## config.mk

```make
export PLATFORM = sky130hd
export DESIGN_NAME = fifo_rd_packer
export DESIGN_NICKNAME = d
export VERILOG_FILES = /design/src/rtl/fifo_pkg.sv /design/src/rtl/fifo_rd_packer_timer.sv /design/src/rtl/fifo_rd_packer.sv
export SDC_FILE = /design/constraint.sdc
export NUM_CORES = 1
export LEC_CHECK = 0
export CORE_UTILIZATION = 35
export CTS_BUF_LIST = sky130_fd_sc_hd__clkbuf_16
export CTS_CLUSTER_SIZE = 28
export DETAILED_ROUTE_END_ITERATION = 10
export GPL_TIMING_DRIVEN = 0
export SLEW_MARGIN = 0
export SYNTH_ARGS = -nofsm -noshare
export SYNTH_HDL_FRONTEND = slang
export SYNTH_HIERARCHICAL = 1
export SYNTH_SLANG_ARGS = --single-unit
```

## constraint.sdc

```tcl
create_clock -name rd_clk -period 3.1 [get_ports rd_clk]
set_clock_uncertainty 0.15 [all_clocks]
set_input_delay 0.775 -clock rd_clk [delete_from_list [all_inputs] [get_ports rd_clk]]
set_output_delay 0.775 -clock rd_clk [all_outputs]
set_load 0.03 [all_outputs]
```

## src/rtl/fifo_pkg.sv

```systemverilog
// fifo_pkg: shared packer state encoding and keep-mask helper
package fifo_pkg;
  typedef enum logic {FILL, FLUSH} packer_state_e;
  function automatic logic [31:0] keep_mask(input logic [31:0] cnt, input int unsigned ratio);
    logic [31:0] n;
    n = (cnt >= ratio) ? ratio : cnt;
    return (n >= 32) ? 32'hFFFF_FFFF : (32'd1 << n) - 32'd1;
  endfunction
endpackage

```

## src/rtl/fifo_rd_packer_timer.sv

```systemverilog
// fifo_rd_packer_timer: idle counter that flags expiry after TIMEOUT-1 counted cycles
module fifo_rd_packer_timer #(
  parameter int TIMEOUT = 16
) (
  input  logic clk,
  input  logic rst_n,
  input  logic clear,
  input  logic count_en,
  output logic expired
);
  localparam int TW = $clog2(TIMEOUT + 1);
  logic [TW-1:0] count_q, count_d;
  assign expired = count_q == TW'(TIMEOUT - 1);
  // count idle cycles, holding at the expiry value until cleared
  always_comb count_d = clear ? '0 : (count_en && !expired) ? count_q + 1'b1 : count_q;
  // idle counter register
  always_ff @(posedge clk or negedge rst_n)
    if (!rst_n) count_q <= '0;
    else count_q <= count_d;
endmodule

```

## src/rtl/fifo_rd_packer.sv

```systemverilog
// fifo_rd_packer: packs RATIO FIFO words into keep-masked beats; FIFO_RD_PACKER_TIMEOUT_EN adds idle auto-flush
module fifo_rd_packer
  import fifo_pkg::*;
#(
  parameter int WIDTH   = 8,
  parameter int RATIO   = 4,
  parameter int TIMEOUT = 16
) (
  input  logic                   rd_clk,
  input  logic                   rd_rst_n,
  input  logic                   fifo_empty,
  input  logic [WIDTH-1:0]       fifo_rd_data,
  output logic                   fifo_rd,
  input  logic                   flush,
  output logic                   m_valid,
  input  logic                   m_ready,
  output logic [WIDTH*RATIO-1:0] m_data,
  output logic [RATIO-1:0]       m_keep,
  output logic                   busy
);
  localparam int CW = $clog2(RATIO + 1);
  localparam int IW = $clog2(RATIO);
  localparam logic [CW-1:0] LAST = CW'(RATIO - 1);
  packer_state_e state_q, state_d;
  logic [CW-1:0] cnt_q, cnt_d;
  logic [RATIO-1:0][WIDTH-1:0] acc_q, acc_d, m_data_q, m_data_d;
  logic [RATIO-1:0] m_keep_q, m_keep_d;
  logic m_valid_q, m_valid_d, flush_q, out_free, pop, auto_flush;
  assign out_free = !m_valid_q || m_ready;
  assign pop = rd_rst_n && state_q == FILL && !fifo_empty && (cnt_q < LAST || out_free);
  assign fifo_rd = pop;
  assign m_valid = m_valid_q;
  assign m_data = m_data_q;
  assign m_keep = m_keep_q;
  assign busy = cnt_q != '0 || m_valid_q || flush_q || state_q == FLUSH;
`ifdef FIFO_RD_PACKER_TIMEOUT_EN
  logic idle, expired;
  assign idle = state_q == FILL && cnt_q != '0 && fifo_empty;
  fifo_rd_packer_timer #(.TIMEOUT(TIMEOUT)) u_timer (
    .clk      (rd_clk),
    .rst_n    (rd_rst_n),
    .clear    (pop || state_q == FLUSH),
    .count_en (idle),
    .expired  (expired)
  );
  assign auto_flush = expired && idle;
`else
  assign auto_flush = TIMEOUT < 0;
`endif
  // accumulate pops, hand full or flushed beats to the output register, sequence FILL/FLUSH
  always_comb begin
    state_d = state_q;
    cnt_d = cnt_q;
    acc_d = acc_q;
    m_data_d = m_data_q;
    m_keep_d = m_keep_q;
    m_valid_d = m_valid_q && !m_ready;
    if (state_q == FILL) begin
      if (pop && cnt_q == LAST) begin
        m_data_d = acc_q;
        m_data_d[RATIO-1] = fifo_rd_data;
        m_keep_d = '1;
        m_valid_d = 1'b1;
        acc_d = '0;
        cnt_d = '0;
      end else if (pop) begin
        acc_d[cnt_q[IW-1:0]] = fifo_rd_data;
        cnt_d = cnt_q + 1'b1;
      end
      if (flush_q || auto_flush) state_d = FLUSH;
    end else if (cnt_q == '0) begin
      state_d = FILL;
    end else if (out_free) begin
      m_data_d = acc_q;
      m_keep_d = RATIO'(keep_mask(32'(cnt_q), RATIO));
      m_valid_d = 1'b1;
      acc_d = '0;
      cnt_d = '0;
      state_d = FILL;
    end
  end
  // state, accumulator and output registers; flush is registered and ignored while flushing
  always_ff @(posedge rd_clk or negedge rd_rst_n)
    if (!rd_rst_n) begin
      state_q <= FILL;
      cnt_q <= '0;
      acc_q <= '0;
      m_data_q <= '0;
      m_keep_q <= '0;
      m_valid_q <= 1'b0;
      flush_q <= 1'b0;
    end else begin
      state_q <= state_d;
      cnt_q <= cnt_d;
      acc_q <= acc_d;
      m_data_q <= m_data_d;
      m_keep_q <= m_keep_d;
      m_valid_q <= m_valid_d;
      flush_q <= flush && state_q == FILL;
    end
endmodule

```

==> flow_metrics.tcl <==
set metrics [dict create \
    core_um2 8763 \
    cp-start-kind "input pin" \
    hold_path.class "in -> async" \
    cts-buffers-inserted 9 \
    dominantRegCellSynth "dfrtp_1" \
    finalWeightedCongestion 0.7992 \
    ir_worst_vdd_v 0.0003728 \
    yosysTopAreaCell "dfrtp_1" \
    period_needed_ps 3053 \
    via_per_inst 4.958 \
    antenna_found_initial 0 \
    outcome "complete, no violations" \
    crit_path_end_kind "primary output" \
    syn_area_um2 3182 \
    route.detailed.drc 0 \
    reg2reg_from "cnt_q[1]" \
    syn_to_final_growth_pct 32.72 \
    async_reset_ff_share_pct 100.0 \
    multiInputGateArea_um2 1241 \
    timing.critical_path.fanout_max 6 \
    antenna_left 0 \
    synth_top_area_share_pct 58.20 \
    grt_setup_unrepaired "false" \
    io_pins 52 \
    finalWirelength_mm 6.858 \
    drive_gt1_share_pct 28.19 \
    clock_latency_ps 320 \
    maxCapViolations 0 \
    dr.first_iter.drc_count 80 \
    num_rows 34 \
    crit_arrival_ps 2130 \
    path_clk_slew_ps 60 \
    seqPwrFrac_pct 34.8 \
    fillCellCount 782 \
    synth_most_common_cell "dfrtp_1" \
    drt-pass1-iter-count 4 \
    grt_usage_pct 15.39 \
    synth_seq_cells 74 \
    path_buf_inv 3 \
    cts_root_buf "clkbuf_16" \
    fin_util_pct 48.19 \
    die_area_um2 9476 \
    finalHoldViolCount 0 \
    cts_setup_buffers 0 \
    slowest_delay_ps 430 \
    crit_slowest_cell "clkdlybuf4s50_1" \
    finalSetupViolCount 0 \
    start_util_pct 36.31 \
    synth_area_leaders "dfrtp_1 (58%), mux2_2 (15%), a22o_1 (5.8%), mux2i_1 (2.2%), ha_1 (2.0%)" \
    maxSlewViolCount 0 \
    synth_nets 247 \
    relSlewSlack_pct 32.93 \
    via_count 2013 \
    ys_seq_area_share_pct 58.20 \
    grt_pass1_wl_mm 11.32 \
    ff_latch_area_um2 1853 \
    r2r-end "acc_q[15]" \
    r2r_cells 6 \
    clock-sinks 74 \
    leakage_nw 1.936 \
    yosysWarnings 6 \
    cts_tree "built" \
    max_freq_mhz 327.5 \
    grt_pass1_vias 2055 \
    overflow 0 \
    ctsHtreeMaxLevel 3 \
    crit_family "buffers and inverters" \
    postCtsHoldBufs 0 \
    clk_path_buf_depth 2 \
    intPower_mw 2.878 \
    worstMarginPinSlew_ps 1001 \
    synth.distinct_cells 37 \
    nNetsFinal 311 \
    io_buffers 51 \
    drt-wirelength-per-cell_um 16.89 \
    swShare_pct 36.19 \
    total_power_mw 4.510 \
    synthTopCellsByCount "dfrtp_1 (74), mux2_2 (43), a22o_1 (21), inv_1 (11), nand2_1 (9)" \
    pwr-share-clk_pct 22.6 \
    fin_crit_sh_pct 98.49 \
    power_frac_comb_pct 42.6 \
    grt_start_max_net_pins 36 \
    path_cells "clkdlybuf4s50_1 > or3b_4 > a21o_4 > inv_4 > buf_4" \
    detailedPlacementHpwl_mm 4.530 \
    power_density_nw_per_um2 1068 \
    die_w_um 97.35 \
    die_h_um 97.35 \
    netlist_instances 229 \
    diodes 0 \
    reg2reg_slack_ps 680 \
    switchingPower_mw 1.632 \
    synth_edf_count 0 \
    synth_area_per_cell_um2 13.89 \
    required_ps 2170 \
    path_class "in -> out" \
]
logic make-up after synthesis:
| kind of cell | share of synthesized area, % |
|---|---|
| buffers and inverters | 2.870 |
| AOI/OAI and AO/OA | 11.09 |
| xor gates and xnor gates | 0.2753 |
| muxes | 18.25 |
| DFF | 58.20 |
| and+or+nand+nor | 7.353 |
| adders and majority gates | 1.966 |
final cells by class:
class,count,share of cell area [%]
multi-input combinational,135,29.39
buffer,7,1.007
timing repair buffer,54,14.43
sequential,74,43.88
inverter,12,1.126
clock inverter,7,1.630
clock buffer,9,5.333
tap,108,3.200
through the flow:
stage	instances	setup WS, ps	instance area [um^2]	setup TNS, ps	hold WS [ps]
4_1_cts	405	10.27	4184	0	137.6
6_report	406	46.71	4223	0	131.0
3_3_place_gp	388	-3158	3827	-281170	324.7
3_5_place_dp	389	-816.5	3845	-4361	329.9
5_1_grt	406	12.77	4223	0	135.3
2_1_floorplan	229	621.0	3182	0	310.3
sequential cells by signal, summed over array words and instances (netlist names):
name	flops
m_data	32
state_q	1
flush_q	1
m_keep	4
cnt_q	3
m_valid	1
acc_q	32
worst max-delay path by stage:
stage | start | endpoint | slack (ps) | cells after the start
floorplan | fifo_empty | fifo_rd | 620 | 3
global placement | rd_rst_n | fifo_rd | -3160 | 5
detailed placement | rd_rst_n | fifo_rd | -820 | 6
CTS | fifo_empty | fifo_rd | 10 | 5
global route | fifo_empty | fifo_rd | 10 | 5
finish | fifo_empty | fifo_rd | 50 | 5
layer usage:
metal,global-route usage [%],vias to the layer above,share of wire (%)
met5,0,-,0
met4,6.109,0,1.2
met3,2.950,7,2.8
met2,22.21,36,46
met1,22.72,1015,50
li1,-,955,-
what timing repair did:
action	in CTS	in global routing
endpoints found under the setup margin	2	2
cloned	1	1
resized for setup	11	4
power by group through the flow:
stage,Sequential [mW],Clock (mW),Combinational [mW]
6_report,1.57,1.02,1.92
5_1_grt,1.64,1.08,2.05
4_1_cts,1.58,1.04,1.93
3_5_place_dp,1.59,0,1.92
2_1_floorplan,1.95,0,0.853
3_3_place_gp,1.58,0,1.91
cell usage in the layout, fill, tap and decap left out, types with 5 or more instances in the layout:
cell type	netlist	routed
clkbuf_16	0	10
mux2i_1	7	7
dfrtp_1	74	73
nor2b_1	5	5
a22o_1	21	21
inv_1	11	11
nand2_1	9	9
mux2_2	43	43
clkdlybuf4s50_1	0	48
No activity file was read; power rests on OpenSTA's default activity.
